$ cat config.mk
export PLATFORM = sky130hd
export DESIGN_NAME = pe_dot_ctrl_flat
export DESIGN_NICKNAME = d
export VERILOG_FILES = /design/src/rtl/pe_dot_ctrl_if.sv /design/src/rtl/pe_dot_ctrl.sv /design/src/flat_wrapper.sv
export SDC_FILE = /design/constraint.sdc
export NUM_CORES = 1
export LEC_CHECK = 0
export CAP_MARGIN = 15
export CORE_UTILIZATION = 45
export CTS_CLUSTER_DIAMETER = 60
export DETAILED_ROUTE_END_ITERATION = 10
export PLACE_DENSITY = 0.9
export SYNTH_ARGS = -nofsm -noshare
export SYNTH_HDL_FRONTEND = slang
export SYNTH_SLANG_ARGS = --single-unit
$ cat constraint.sdc
create_clock -name aclk -period 5.7 [get_ports aclk]
set_input_delay 1.14 -clock aclk [delete_from_list [all_inputs] [get_ports aclk]]
set_output_delay 1.14 -clock aclk [all_outputs]
set_load 0.005 [all_outputs]
$ cat src/rtl/pe_dot_ctrl_if.sv
`default_nettype none
// ============================================================================
//  Module      : pe_dot_ctrl_if
//  Description : Bus between the dot-product sequencer and one MAC PE with
//                a local RAM.
//                master (sequencer): drives pe_ain, pe_din, pe_cin, pe_addr,
//                                    pe_we, pe_valid; receives pe_dout
//                slave  (PE)       : the reverse
//  Revision    : 1.0 - initial release
// ============================================================================
interface pe_dot_ctrl_if #(
    parameter int L_RAM_SIZE = 6
);
    logic [31:0]           pe_ain;    // port A operand, Q24.8
    logic [31:0]           pe_din;    // local RAM write data
    logic [31:0]           pe_cin;    // addend (running sum), Q24.8
    logic [L_RAM_SIZE-1:0] pe_addr;   // local RAM address
    logic                  pe_we;     // local RAM write enable
    logic                  pe_valid;  // operands valid
    logic [31:0]           pe_dout;   // MAC result, Q24.8

    modport master (
        output pe_ain, pe_din, pe_cin, pe_addr, pe_we, pe_valid,
        input  pe_dout
    );

    modport slave (
        input  pe_ain, pe_din, pe_cin, pe_addr, pe_we, pe_valid,
        output pe_dout
    );
endinterface
`default_nettype wire

$ cat src/rtl/pe_dot_ctrl.sv
`default_nettype none
// ============================================================================
//  Module      : pe_dot_ctrl
//  Description : Sequencer for one fixed-point MAC PE. LOAD streams vector B
//                into the PE RAM, CALC streams vector A one element at a
//                time and feeds the running sum back through pe_cin. One dot
//                product per start.
//  Ports       : aclk, aresetn (async, active low)
//                start, vec_len          - job request (sampled in IDLE)
//                ld_data/valid/ready     - B element stream
//                a_data/valid/ready      - A element stream
//                pe                      - PE bus (pe_dot_ctrl_if.master)
//                busy, done, result      - status and final sum (Q24.8)
//                cyc_cnt                 - busy-cycle counter, only when
//                                          PE_DOT_CTRL_PERF_EN is defined
//  Revision    : 1.0 - initial release
// ============================================================================
module pe_dot_ctrl #(
    parameter int L_RAM_SIZE = 6,
    parameter int MAC_LAT    = 4
) (
    input  logic                  aclk,
    input  logic                  aresetn,
    input  logic                  start,
    input  logic [L_RAM_SIZE:0]   vec_len,
    input  logic [31:0]           ld_data,
    input  logic                  ld_valid,
    output logic                  ld_ready,
    input  logic [31:0]           a_data,
    input  logic                  a_valid,
    output logic                  a_ready,
    pe_dot_ctrl_if.master         pe,
    output logic                  busy,
    output logic                  done,
    output logic [31:0]           result
`ifdef PE_DOT_CTRL_PERF_EN
    ,
    output logic [31:0]           cyc_cnt
`endif
);

    typedef enum logic [2:0] {
        S_IDLE = 3'd0,
        S_LOAD = 3'd1,
        S_RD   = 3'd2,
        S_EXEC = 3'd3,
        S_FIN  = 3'd4
    } state_t;

    localparam int                  c_wait_w   = $clog2(MAC_LAT + 2);
    localparam logic [c_wait_w-1:0] c_wait_end = c_wait_w'(MAC_LAT);
    localparam logic [L_RAM_SIZE:0] c_max_len  = {1'b1, {L_RAM_SIZE{1'b0}}};

    state_t                r_state;
    logic [L_RAM_SIZE:0]   r_len;
    logic [L_RAM_SIZE-1:0] r_idx;
    logic [c_wait_w-1:0]   r_wait;
    logic [31:0]           r_acc;
    logic [31:0]           r_ain;
    logic [31:0]           r_result;
    logic                  r_done;
    logic                  r_busy;
    logic                  r_ld_ready;
    logic                  r_a_ready;
    logic                  r_pe_valid;

    logic [L_RAM_SIZE:0]   w_len_clamp;
    logic                  w_last;
    logic                  w_ld_hs;
    logic                  w_a_hs;

    assign w_len_clamp = (vec_len > c_max_len) ? c_max_len : vec_len;
    // r_len is at least 1 whenever this is consulted (LOAD/EXEC)
    assign w_last      = ({1'b0, r_idx} == (r_len - 1'b1));
    assign w_ld_hs     = r_ld_ready & ld_valid;
    assign w_a_hs      = r_a_ready & a_valid;

    // Handshake/status flags are registered alongside each state transition
    // so they always equal "current state is X". r_idx is returned to zero
    // whenever the sequencer leaves the addressing states, which keeps
    // pe_addr at zero in IDLE/FIN without extra decode.
    always_ff @(posedge aclk or negedge aresetn) begin
        if (!aresetn) begin
            r_state    <= S_IDLE;
            r_len      <= '0;
            r_idx      <= '0;
            r_wait     <= '0;
            r_acc      <= '0;
            r_ain      <= '0;
            r_result   <= '0;
            r_done     <= 1'b0;
            r_busy     <= 1'b0;
            r_ld_ready <= 1'b0;
            r_a_ready  <= 1'b0;
            r_pe_valid <= 1'b0;
        end else begin
            r_done <= 1'b0;
            case (r_state)
                S_IDLE: begin
                    if (start) begin
                        r_len  <= w_len_clamp;
                        r_acc  <= '0;
                        r_idx  <= '0;
                        r_busy <= 1'b1;
                        if (w_len_clamp == '0) begin
                            r_state <= S_FIN;
                        end else begin
                            r_state    <= S_LOAD;
                            r_ld_ready <= 1'b1;
                        end
                    end
                end
                S_LOAD: begin
                    if (w_ld_hs) begin
                        if (w_last) begin
                            r_idx      <= '0;
                            r_ld_ready <= 1'b0;
                            r_a_ready  <= 1'b1;
                            r_state    <= S_RD;
                        end else begin
                            r_idx <= r_idx + 1'b1;
                        end
                    end
                end
                S_RD: begin
                    // RAM read of r_idx is issued here; word is at the PE
                    // from the first EXEC cycle onward.
                    if (w_a_hs) begin
                        r_ain      <= a_data;
                        r_a_ready  <= 1'b0;
                        r_pe_valid <= 1'b1;
                        r_wait     <= '0;
                        r_state    <= S_EXEC;
                    end
                end
                S_EXEC: begin
                    if (r_wait == c_wait_end) begin
                        r_acc      <= pe.pe_dout;
                        r_pe_valid <= 1'b0;
                        if (w_last) begin
                            r_idx   <= '0;
                            r_state <= S_FIN;
                        end else begin
                            r_idx     <= r_idx + 1'b1;
                            r_a_ready <= 1'b1;
                            r_state   <= S_RD;
                        end
                    end else begin
                        r_wait <= r_wait + 1'b1;
                    end
                end
                S_FIN: begin
                    // done rises together with the updated result
                    r_result <= r_acc;
                    r_done   <= 1'b1;
                    r_busy   <= 1'b0;
                    r_state  <= S_IDLE;
                end
                default: begin
                    r_state    <= S_IDLE;
                    r_idx      <= '0;
                    r_busy     <= 1'b0;
                    r_ld_ready <= 1'b0;
                    r_a_ready  <= 1'b0;
                    r_pe_valid <= 1'b0;
                end
            endcase
        end
    end

    assign ld_ready    = r_ld_ready;
    assign a_ready     = r_a_ready;
    assign busy        = r_busy;
    assign done        = r_done;
    assign result      = r_result;
    assign pe.pe_valid = r_pe_valid;
    assign pe.pe_addr  = r_idx;
    assign pe.pe_we    = w_ld_hs;
    assign pe.pe_din   = r_ld_ready ? ld_data : 32'd0;
    assign pe.pe_ain   = r_pe_valid ? r_ain   : 32'd0;
    assign pe.pe_cin   = r_pe_valid ? r_acc   : 32'd0;

`ifdef PE_DOT_CTRL_PERF_EN
    logic [31:0] r_cyc_cnt;

    always_ff @(posedge aclk or negedge aresetn) begin
        if (!aresetn) begin
            r_cyc_cnt <= '0;
        end else if ((r_state == S_IDLE) && start) begin
            r_cyc_cnt <= '0;
        end else if (r_busy) begin
            r_cyc_cnt <= r_cyc_cnt + 32'd1;
        end
    end

    assign cyc_cnt = r_cyc_cnt;
`endif

endmodule
`default_nettype wire
$ cat src/flat_wrapper.sv
// flat-port wrapper written by rule: the top's interface ports become plain ports
module pe_dot_ctrl_flat 
#(
    parameter int L_RAM_SIZE = 6,
    parameter int MAC_LAT    = 4
)
  (aclk, aresetn, start, vec_len, ld_data, ld_valid, ld_ready, a_data, a_valid, a_ready, busy, done, result, pe_pe_ain, pe_pe_din, pe_pe_cin, pe_pe_addr, pe_pe_we, pe_pe_valid, pe_pe_dout);
  pe_dot_ctrl_if #(.L_RAM_SIZE(L_RAM_SIZE)) pe_i ();
  input  logic aclk;
  input  logic aresetn;
  input  logic start;
  input  logic [L_RAM_SIZE:0] vec_len;
  input  logic [31:0] ld_data;
  input  logic ld_valid;
  output logic ld_ready;
  input  logic [31:0] a_data;
  input  logic a_valid;
  output logic a_ready;
  output logic busy;
  output logic done;
  output logic [31:0] result;
  output wire logic [$bits(pe_i.pe_ain)-1:0] pe_pe_ain;
  output wire logic [$bits(pe_i.pe_din)-1:0] pe_pe_din;
  output wire logic [$bits(pe_i.pe_cin)-1:0] pe_pe_cin;
  output wire logic [$bits(pe_i.pe_addr)-1:0] pe_pe_addr;
  output wire logic [$bits(pe_i.pe_we)-1:0] pe_pe_we;
  output wire logic [$bits(pe_i.pe_valid)-1:0] pe_pe_valid;
  input wire logic [$bits(pe_i.pe_dout)-1:0] pe_pe_dout;
  assign pe_pe_ain = pe_i.pe_ain;
  assign pe_pe_din = pe_i.pe_din;
  assign pe_pe_cin = pe_i.pe_cin;
  assign pe_pe_addr = pe_i.pe_addr;
  assign pe_pe_we = pe_i.pe_we;
  assign pe_pe_valid = pe_i.pe_valid;
  assign pe_i.pe_dout = pe_pe_dout;
  pe_dot_ctrl #(.L_RAM_SIZE(L_RAM_SIZE), .MAC_LAT(MAC_LAT)) u_core (.aclk(aclk), .aresetn(aresetn), .start(start), .vec_len(vec_len), .ld_data(ld_data), .ld_valid(ld_valid), .ld_ready(ld_ready), .a_data(a_data), .a_valid(a_valid), .a_ready(a_ready), .pe(pe_i), .busy(busy), .done(done), .result(result));
endmodule
== Word-level counts from Yosys, hierarchy flattened ==
Index checks and enable logic that the tools add are counted.
Cells by class
  add/subtract/negate cells: 3
  magnitude comparators: 1
  equal/unequal tests: 14
  muxes and demuxes: 40
  bitwise logic cells: 7
  reductions and logical operators: 19
Operator list (count)
  $mux 32: 5
  $pmux 32 s2: 1
  $mux 3: 9
  $mux 6: 4
  $pmux 6 s4: 1
  $mux 1: 13
  $pmux 3 s4: 1
  $ne 2x2->1 const B: 5
  $reduce_and 5->1: 2
  $reduce_and 3->1: 3
  $reduce_or 3->1: 3
  $eq 6x7->1: 1
  $gt 7x7->1 const B: 1
  $logic_not 7->1: 1
  $mux 7: 1
  $sub 7x1->7 const B: 1
  $add 6x1->6 const B: 1
  $eq 3x2->1 const B: 2
  $eq 3x3->1 const B: 2
  $ne 2x1->1 const B: 3
  $pmux 1 s3: 2
  $pmux 3 s2: 1
  $reduce_and 2->1: 3
  $reduce_and 6->1: 1
  10 further kinds: 17
Word-level totals
  register bits: 120
  logic and storage cells: 96

== Logic depth before layout (Yosys ltp) ==
  depth after elaboration: 6
  depth in mapped cells: 9
  depth with buffers taken out: 8

== Worst setup path after synthesis ==
Ideal clock, no wire load.
  path kind: input -> output
  from: in ld_valid
  to: out pe_pe_we
  arrival time: 1.403 ns
  required time: 4.560 ns
  setup slack: 3.157 ns
  cell stages on the path: 2
  path buffers: 1
  path through: and2_1 -> clkbuf_1
On the way
  word-level cells in the longest chain between the ends: 1
RTL lines
  start, declared: line flat_wrapper.sv:14  | input logic ld_valid;
  $and 1x1->1: line pe_dot_ctrl.sv:75  | assign w_ld_hs = r_ld_ready & ld_valid;
  end, declared: line flat_wrapper.sv:26  | output wire logic [$bits(pe_i.pe_we)-1:0] pe_pe_we;
Every way passes these cells.

== Final worst setup path ==
Same ends and word-level chain as after synthesis.

==> results.py <==
metrics = {
    "status": {
        "status": "finished, final reports clean",
    },
    "sta": {
        "rsz0062_at_grt": "false",
        "tns_ns": 0,
        "relSlewSlack_pct": 39.5,
        "hold_ws_ns": 0.495,
        "hold_viol_final": 0,
        "fmax_mhz": 284,
        "min_period_ns": 3.52,
        "setup_viol": 0,
        "slew_violations": 0,
        "worst_pin_slew_ns": 0.905,
        "finClkSkew_ns": 0.00608,
        "fin_crit_sh_pct": 61.8,
    },
    "final_layout": {
        "area_growth_pct": 55.0,
        "drive_above_1_share_pct": 14.4,
        "antenna_cells": 0,
        "nNetsFinal": 896,
        "fin_util_pct": 71.4,
    },
    "grt": {
        "groute.usage.overall_pct": 23.5,
        "grt_pass1_wl_mm": 24.0,
        "grt_pass1_vias": 4879,
        "overflow": 0,
        "grt_max_degree": 70,
        "antenna_found_initial": 0,
    },
    "setup_path": {
        "crit_path_max_incr_delay_ns": 0.55,
        "critPathMostFrequentCell": "clkdlybuf4s50_1",
        "reg2reg_slack_ns": 3.09,
        "cp-end-kind": "output port",
        "reg2reg_depth": 8,
        "cp_max_fo": 5,
        "r2r-end": "u_core.a_ready",
        "crit_arrival_ns": 2.38,
        "crit_chain": "clkdlybuf4s50_1 > and2_1 > clkdlybuf4s50_1",
        "critPathKind": "in2out",
        "worst_path_max_delay_cell": "clkdlybuf4s50_1",
        "cp-start-kind": "input port",
        "critPathRequiredTime_ns": 4.56,
        "r2r_start": "u_core.r_len[0]",
        "crit_start": "ld_valid",
    },
    "cts": {
        "cts.path.max_buffers": 2,
        "cts_resized": 0,
        "holdBufCountCts": 0,
        "post-cts-setup-buffers": 0,
        "clock_sinks": 120,
        "root_buffer": "clkbuf_16",
        "numCtsBuffers": 17,
        "h-tree-depth": 4,
        "cts_tree": "done",
        "cts.reportedPaths.clkPinSlew_ns": 0.05,
        "clk_latency_ns": 0.41,
    },
    "logic_synthesis": {
        "synth_compound_area_share_pct": 8.84,
        "synth_top_area_share_pct": 51.9,
        "netlist_instances": 547,
        "synthMuxAreaShare_pct": 12.6,
        "synthTopCellsByArea": "dfrtp_1, mux2_2, and2_1",
        "synth-xor-area-share_pct": 1.21,
        "synth_edf_count": 0,
        "ys_warn_count": 0,
        "synth_fa_ha_area_share_pct": 0.865,
        "synthSimpleGateAreaFrac_pct": 21.5,
        "synthesis.area_um2": 5790,
        "yosys.cell_types.count": 52,
        "avgSynthCellArea_um2": 10.6,
        "async_flop_share_pct": 100,
        "ys_seq_area_share_pct": 51.9,
        "synth_common_cells": "dfrtp_1, and2_1, nand2_1",
        "syn-num-nets": 659,
        "ys.flop_type": "dfrtp_1",
        "synth_top_family_by_area": "simple AND/OR/NAND/NOR gates",
        "yosysMostFrequentCell": "dfrtp_1",
        "synth_area_leader_cell": "dfrtp_1",
        "ys_seq_elements": 120,
    },
    "run": {
        "cap_violations": 0,
    },
    "power": {
        "power.share.switching_pct": 32.1,
        "p_comb_share_pct": 32.1,
        "p_per_area_nw_per_um2": 400,
        "p_int_uw": 2440,
        "p_switching_uw": 1150,
        "pwr-share-seq_pct": 38.9,
        "peakVddDrop_uv": 210,
        "p_leak_uw": 0.00389,
        "p_clk_share_pct": 29.0,
    },
    "drt": {
        "vias": 4909,
        "drc": 0,
        "wire_per_inst_um": 15.9,
        "drt_iter0_markers": 201,
        "viasPerCell": 5.07,
        "routed_wirelength_mm": 15.4,
        "firstDrtPassIters": 4,
        "postRouteAntennaNets": 0,
    },
    "floorplan": {
        "die_x_um": 115,
        "dieArea_um2": 13300,
        "pin_count": 248,
        "core_area_um2": 12600,
        "dieHeight_um": 115,
        "placementRows": 41,
        "start_util_pct": 46.0,
    },
    "hold_path": {
        "hp-start": "u_core.r_acc[25]",
        "hold_class": "reg2reg",
        "min_to": "u_core.r_acc[25]",
        "holdPathStages": 2,
    },
    "placed_design": {
        "gp_congestion": 0.806,
        "dpl.hpwl_mm": 10.8,
        "portBuffers": 247,
    },
}
==> layout make-up <==
class                   instances  area, um^2
clock buffers                  24         492
clock inverters                 7        92.6
fillers                       848        3600
inverters                       8        30.0
multi-input cells             384        2620
flip-flops and latches        120        3000
well taps                     172         215
repair buffers                253        2510
==> metal layers <==
metal,track usage [%],vias to the layer above,wire length (um)
met5,0,-,0
met4,10.4,0,398
met2,39.2,156,7850
met1,28.1,2390,6190
met3,6.96,36,950
li1,-,2327,-
==> power by group through the flow <==
| stage | Combinational (uW) | Sequential [uW] | Clock, uW |
|---|---|---|---|
| 3_3_place_gp | 1100 | 1370 | 0 |
| 4_1_cts | 1160 | 1390 | 1060 |
| 2_1_floorplan | 725 | 1290 | 0 |
| 3_5_place_dp | 1160 | 1400 | 0 |
| 5_1_grt | 1270 | 1440 | 1100 |
| 6_report | 1150 | 1390 | 1040 |
==> registers in the layout (all words and copies together) (netlist names) <==
| signal | count |
|---|---|
| u_core.ld_ready | 1 |
| u_core.busy | 1 |
| u_core.r_state | 3 |
| u_core.pe.pe_addr | 6 |
| u_core.pe.pe_valid | 1 |
| u_core.a_ready | 1 |
| u_core.r_acc | 32 |
| u_core.r_ain | 32 |
| u_core.r_len | 7 |
| u_core.r_wait | 3 |
| u_core.result | 32 |
| u_core.done | 1 |
==> metrics by stage <==
stage / cells / cell area (um^2) / power [uW] / setup WS, ns
after CTS: 968 / 8970 / 3620 / 2.17
final: 968 / 8970 / 3580 / 2.18
after floorplan: 547 / 5790 / 2020 / 3.16
after detailed placement: 937 / 8390 / 2550 / 2.18
after global placement: 937 / 8390 / 2470 / 2.20
after global routing: 968 / 8970 / 3810 / 2.10
==> cells in the final DEF, fill, tap and decap left out, drive strengths merged, types with 2 or more instances in the layout <==
cell type / n
a21oi: 10
xnor2: 4
or3: 2
nand2b: 4
clkinvlp: 3
inv: 8
nor2b: 2
xor2: 4
nor2: 12
nor3b: 2
mux2: 65
o21ai: 47
a31oi: 4
nand2: 79
ha: 4
clkbuf: 24
clkdlybuf4s50: 246
nand4: 2
nand4bb: 2
and2: 99
a22oi: 3
nand3b: 4
nand3: 3
a211o: 2
nor3: 3
and3: 4
dfrtp: 120
buf: 7
bufinv: 2
a2111oi: 2
o211ai: 3
nor4: 4
clkinv: 2
==> how the worst max path moves through the flow <==
| stage | to | slack [ns] |
|---|---|---|
| 6_report | pe_pe_we | 2.18 |
| 5_1_grt | pe_pe_we | 2.10 |
| 4_1_cts | pe_pe_we | 2.17 |
| 3_5_place_dp | pe_pe_we | 2.18 |
| 3_3_place_gp | pe_pe_we | 2.20 |
| 2_1_floorplan | pe_pe_we | 3.16 |
==> critical path, delay by kind of cell <==
family / cells / cell delay [ns]
buffers and inverters: 2 / 1.02
AND/OR/NAND/NOR: 1 / 0.23
==> cells by family after synthesis <==
| group | Yosys count |
|---|---|
| AO/OA/AOI/OAI | 80 |
| XOR/XNOR | 8 |
| adder cells (fa/ha/maj) | 4 |
| buffers and inverters | 43 |
| flip-flops | 120 |
| multiplexers | 65 |
| AND/OR/NAND/NOR | 227 |
(Power assumes the default switching activity.)
==> RTL edit 1: new RTL, same flow settings <==
`L_RAM_SIZE` is set to 6 in 3 places; all go to 5.
--- a/src/rtl/pe_dot_ctrl_if.sv
+++ b/src/rtl/pe_dot_ctrl_if.sv
@@ -10,5 +10,5 @@
 // ============================================================================
 interface pe_dot_ctrl_if #(
-    parameter int L_RAM_SIZE = 6
+    parameter int L_RAM_SIZE = 5
 );
     logic [31:0]           pe_ain;    // port A operand, Q24.8
--- a/src/rtl/pe_dot_ctrl.sv
+++ b/src/rtl/pe_dot_ctrl.sv
@@ -17,5 +17,5 @@
 // ============================================================================
 module pe_dot_ctrl #(
-    parameter int L_RAM_SIZE = 6,
+    parameter int L_RAM_SIZE = 5,
     parameter int MAC_LAT    = 4
 ) (
--- a/src/flat_wrapper.sv
+++ b/src/flat_wrapper.sv
@@ -2,5 +2,5 @@
 module pe_dot_ctrl_flat 
 #(
-    parameter int L_RAM_SIZE = 6,
+    parameter int L_RAM_SIZE = 5,
     parameter int MAC_LAT    = 4
 )
Ports: changed (resized pe_pe_addr and vec_len); port bits go from 248 to 246. No check against the original RTL was run, so the function may have changed too.
==> RTL edit 1 against the original RTL <==
- sequential cell count down 2
- via count up 2.4%
- register-to-register slack worse by 30 ps
- worst setup slack better by 66 ps
- die area down 2.3%
- wire length up 1.0%
- synthesized cell count up 9.3%
- area after synthesis down 2.4%
- fmax up 1.9%
- critical endpoint unchanged
- cell area down 1.4%
- sequential power down 9%
- worst hold slack worse by 28 ps
- power up 2.4%
- cell count up 4.5%
==> RTL edit 1: results (changes against the original RTL) <==
[place]
place_hpwl_mm = 10.5  ; -2.2%
routabilityCongestion = 0.845  ; +4.8%
placed_cells = 981  ; +4.7%
dpl_worst_slack_ps = 2250  ; +77.0 ps
placed_area_sq_um = 8200  ; -2.3%
io_buffers = 245  ; -0.81%

[critical_path]
cp_max_fo = 3  ; -2
cpPeakStageDelay_ps = 520  ; -30 ps
rr_startpoint = u_core.r_state[0]
cp_top_family = buffers and inverters

[global_route]
use_met2_pct = 44.7  ; +5.5 points
antenna_found_initial = 0  ; unchanged
grt_pass1_vias = 5042  ; +3.3%
globalRouteTotalUtil_pct = 24.8  ; +1.3 points
grt_use_met3_pct = 6.03  ; -0.92 points
grt_pass1_wl_mm = 24.6  ; +2.4%
grt_max_degree = 72  ; +2.9%
use_met1_pct = 27.1  ; -0.97 points

[yosys]
synth.distinct_cells = 48  ; -7.7%
synth_fa_ha_area_share_pct = 0.886  ; +0.021 points
synth_xor_area_share_pct = 0.930  ; -0.28 points
synth_mux_area_share_pct = 6.38  ; -6.3 points
syn-num-nets = 709  ; +7.6%
netlist_top_cells_count = nand2_1 (177), dfrtp_1 (118), and2_1 (100)
synth_cells = 598  ; +9.3%
ys_seq_area_share_pct = 52.3  ; +0.37 points
synthTopCellsByArea = dfrtp_1 (52%), nand2_1 (12%), and2_1 (11%), mux2_2 (6.4%), nand3_1 (3.5%)
synth_compound_area_share_pct = 5.36  ; -3.5 points

[clocking]
cts_resized = 0  ; unchanged

[routing]
drt_pre_antenna_iters = 5  ; +1
wire_per_inst_um = 15.4  ; -3.3%
wl_met3_mm = 1.01  ; +6.0%
drt_iter0_markers = 282  ; +40%
vias = 5029  ; +2.4%
wl_met1_mm = 6.04  ; -2.3%
antenna_left = 0  ; unchanged
route.met2.wl_mm = 8.04  ; +2.4%

[final_layout]
drive_above_1_share_pct = 9.24  ; -5.2 points
regArea_sq_um = 2950  ; -1.7%
finalNonFillerCells = 1012  ; +4.5%
layout.nets = 944  ; +5.4%
num-fill-cells = 896  ; +5.7%

[power_and_ir_drop]
pwr-share-comb_pct = 35.1  ; +3.0 points
p_leak_nw = 4.14  ; +6.4%
swShare_pct = 31.3  ; -0.76 points
pg_seq_mw = 1.26  ; -9%
p_sw_mw = 1.15  ; about the same
ir_drop_mv = 0.245  ; +17%

[timing]
relSlewSlack_pct = 36.5  ; -3.1 points
fin_skew_ps = 9.92  ; +3.84 ps

[worst_hold_path]
hp-class = flip-flop to flip-flop
min_from = u_core.r_ain[15]

[outcome]
outcome = completed

RTL edit 1: cell count changes after synthesis, moves of 4 or more:
cell / delta
nand2_1: +98
o21ai_0: -37
nand3_1: +36
mux2_2: -33
a21oi_1: -8
clkbuf_1: -6
o21ai_1: +5
buf_2: +4
nor2_1: -4
nor2b_1: +4
RTL edit 1: final timing paths:
path                       cells after the start  slack (ps)                end
max reg2reg                                    6        3060   u_core.r_acc[27]
min in group asynchronous                      1         850    u_core.r_acc[2]
max in group asynchronous                      2        3720  u_core.result[17]
min reg2reg                                    2         470   u_core.r_ain[15]
max                                            3        2240           pe_pe_we
min                                            2         470   u_core.r_ain[15]
RTL edit 1: layout make-up:
| type | count | share of cell area, % |
|---|---|---|
| clock buffer | 22 | 5.36 |
| timing repair buffer | 252 | 28.5 |
| multi-input combinational | 438 | 28.4 |
| tap | 168 | 2.38 |
| clock inverter | 8 | 1.67 |
| sequential | 118 | 33.4 |
| inverter | 6 | 0.255 |
==> RTL edit 2: new RTL, same settings <==
Made on the original files. Encoding of `state_t`: now one-hot (5 bits for 5 states).
--- a/src/rtl/pe_dot_ctrl.sv
+++ b/src/rtl/pe_dot_ctrl.sv
@@ -40,10 +40,10 @@
 );
 
-    typedef enum logic [2:0] {
-        S_IDLE = 3'd0,
-        S_LOAD = 3'd1,
-        S_RD   = 3'd2,
-        S_EXEC = 3'd3,
-        S_FIN  = 3'd4
+    typedef enum logic [4:0] {
+        S_IDLE = 5'b00001,
+        S_LOAD = 5'b00010,
+        S_RD   = 5'b00100,
+        S_EXEC = 5'b01000,
+        S_FIN  = 5'b10000
     } state_t;
 
Behaviour: same outputs for any inputs over 4 cycles, from zero or initial values and one cycle with aresetn low; so few cycles prove little.
==> RTL edit 2 against the original RTL <==
- worst setup slack got worse by 13 ps
- wire length increased by 11%
- synthesized cell count increased by 2.7%
- utilization increased by 1.5 points
- register-to-register slack improved by 120 ps
- clock power decreased by 4%
- first-iteration DRC count increased by 68%
- sequential cell count increased by 2
- cell area decreased by 0.80%
- sequential share of layout area increased by 0.84 points
- area after synthesis decreased by 0.95%
- power decreased by 25%
- largest power group unchanged
==> RTL edit 2: results (changes against the original RTL) <==
[yosys]
synth_cells = 562  ; +2.7%
synthTopCellsByArea = dfrtp_1 (53%), and2_1 (11%), nand2_1 (7.9%), mux2_2 (6.5%), a22o_1 (4.9%)
ys_seq_area_share_pct = 53.3  ; +1.4 points
ys_warn_count = 0  ; unchanged
netlist_top_cells_count = dfrtp_1 (121), nand2_1 (121), and2_1 (97)
syn-num-nets = 674  ; +2.3%
synth.distinct_cells = 50  ; -3.8%

[clocking]
cts-root-buf = clkbuf_16
clockBufferDepth = 2  ; unchanged
clk_pin_slew_ps = 60
cts_resized = 0  ; unchanged
cts_setup_buffers = 0  ; unchanged
numCtsBuffers = 17  ; unchanged

[outcome]
outcome = completed

[place]
placed_cells = 953  ; +1.7%
routabilityCongestion = 0.875  ; +8.5%
io_buffers = 247  ; unchanged
place_hpwl_mm = 11.8  ; +9.6%

[routing]
drt_pre_antenna_iters = 4  ; unchanged
wire_per_inst_um = 17.3  ; +9.0%
vias = 5130  ; +4.5%
wl_met1_mm = 6.81  ; +10%
wl_met3_mm = 1.02  ; +7.5%
drt_iter0_markers = 337  ; +68%
route.met2.wl_mm = 8.61  ; +9.7%

[final_layout]
num_antenna_cells = 0  ; unchanged
finalNonFillerCells = 985  ; +1.8%
drive_above_1_share_pct = 10.2  ; -4.3 points
num-fill-cells = 907  ; +7.0%
layout.nets = 916  ; +2.2%

[critical_path]
crit_path_start = ld_valid
cp_max_fo = 4  ; -1
ff2ff_path_depth = 5  ; -3
rr_startpoint = u_core.r_state[0]
crit_path_end = pe_pe_we
rrSetupSlack_ps = 3210  ; +120 ps
cp.arrival_ps = 2400  ; +20 ps

[global_route]
grt_pass1_wl_mm = 27.0  ; +13%
globalRouteTotalUtil_pct = 26.6  ; +3.1 points
grt_pass1_vias = 5369  ; +10%
grt_max_degree = 71  ; +1.4%
antenna_found_initial = 0  ; unchanged

[power_and_ir_drop]
ir_drop_mv = 0.192  ; -8.3%
p_leak_nw = 4.06  ; +4.3%

[timing]
relSlewSlack_pct = 33.8  ; -5.7 points
fin_skew_ps = 11.2  ; +5.16 ps

[worst_hold_path]
min_path_cells = 2  ; unchanged
hp-class = flip-flop to flip-flop
min_delay_worst_endpoint = u_core.result[23]
min_from = u_core.result[23]

RTL edit 2: area by class of cell:
| cell class | instances | share of cell area, % |
|---|---|---|
| clock buffers | 20 | 5.24 |
| clock inverters | 12 | 1.01 |
| inverters | 15 | 0.633 |
| multi-input cells | 396 | 28.2 |
| flip-flops and latches | 122 | 34.3 |
| well taps | 168 | 2.36 |
| repair buffers | 252 | 28.2 |
RTL edit 2: worst max-delay path, stage by stage:
cell	delay (ps)
clkdlybuf4s50_1	450
nand2_1	170
inv_1	120
clkdlybuf4s50_1	520
RTL edit 2: routing by layer:
metal,vias to the layer above,global-route usage (%)
met2,201,44.9
met1,2511,31.2
met5,-,0
met3,45,7.43
li1,2373,-
met4,0,13.4
RTL edit 2: report_power, final:
group | internal (mW) | switching [mW] | total [mW]
Sequential | 0.918 | 0.0909 | 1.01
Clock | 0.592 | 0.405 | 0.997
Combinational | 0.381 | 0.315 | 0.696
Total | 1.89 | 0.812 | 2.70
RTL edit 2: kinds of logic after synthesis:
| kind of cell | after synthesis | synth area share (%) |
|---|---|---|
| AO/OA/AOI/OAI | 78 | 10.5 |
| XOR/XNOR | 8 | 1.48 |
| adder cells (fa/ha/maj) | 4 | 0.873 |
| buffers and inverters | 44 | 3.10 |
| flip-flops | 122 | 53.3 |
| multiplexers | 34 | 6.66 |
| AND/OR/NAND/NOR | 272 | 24.1 |
RTL edit 2: per-stage QoR:
step	setup WS [ps]	instance area [sq um]	hold slack, ps	utilization, %	total power, mW
after global routing	2090	8900	504	72.9	2.82
final	2160	8900	476	72.9	2.70
after global placement	2190	8340	458	68.3	1.67
after detailed placement	2180	8340	462	68.3	1.71
after CTS	2180	8900	477	72.9	2.71
after floorplan	3230	5730	454	-	1.37
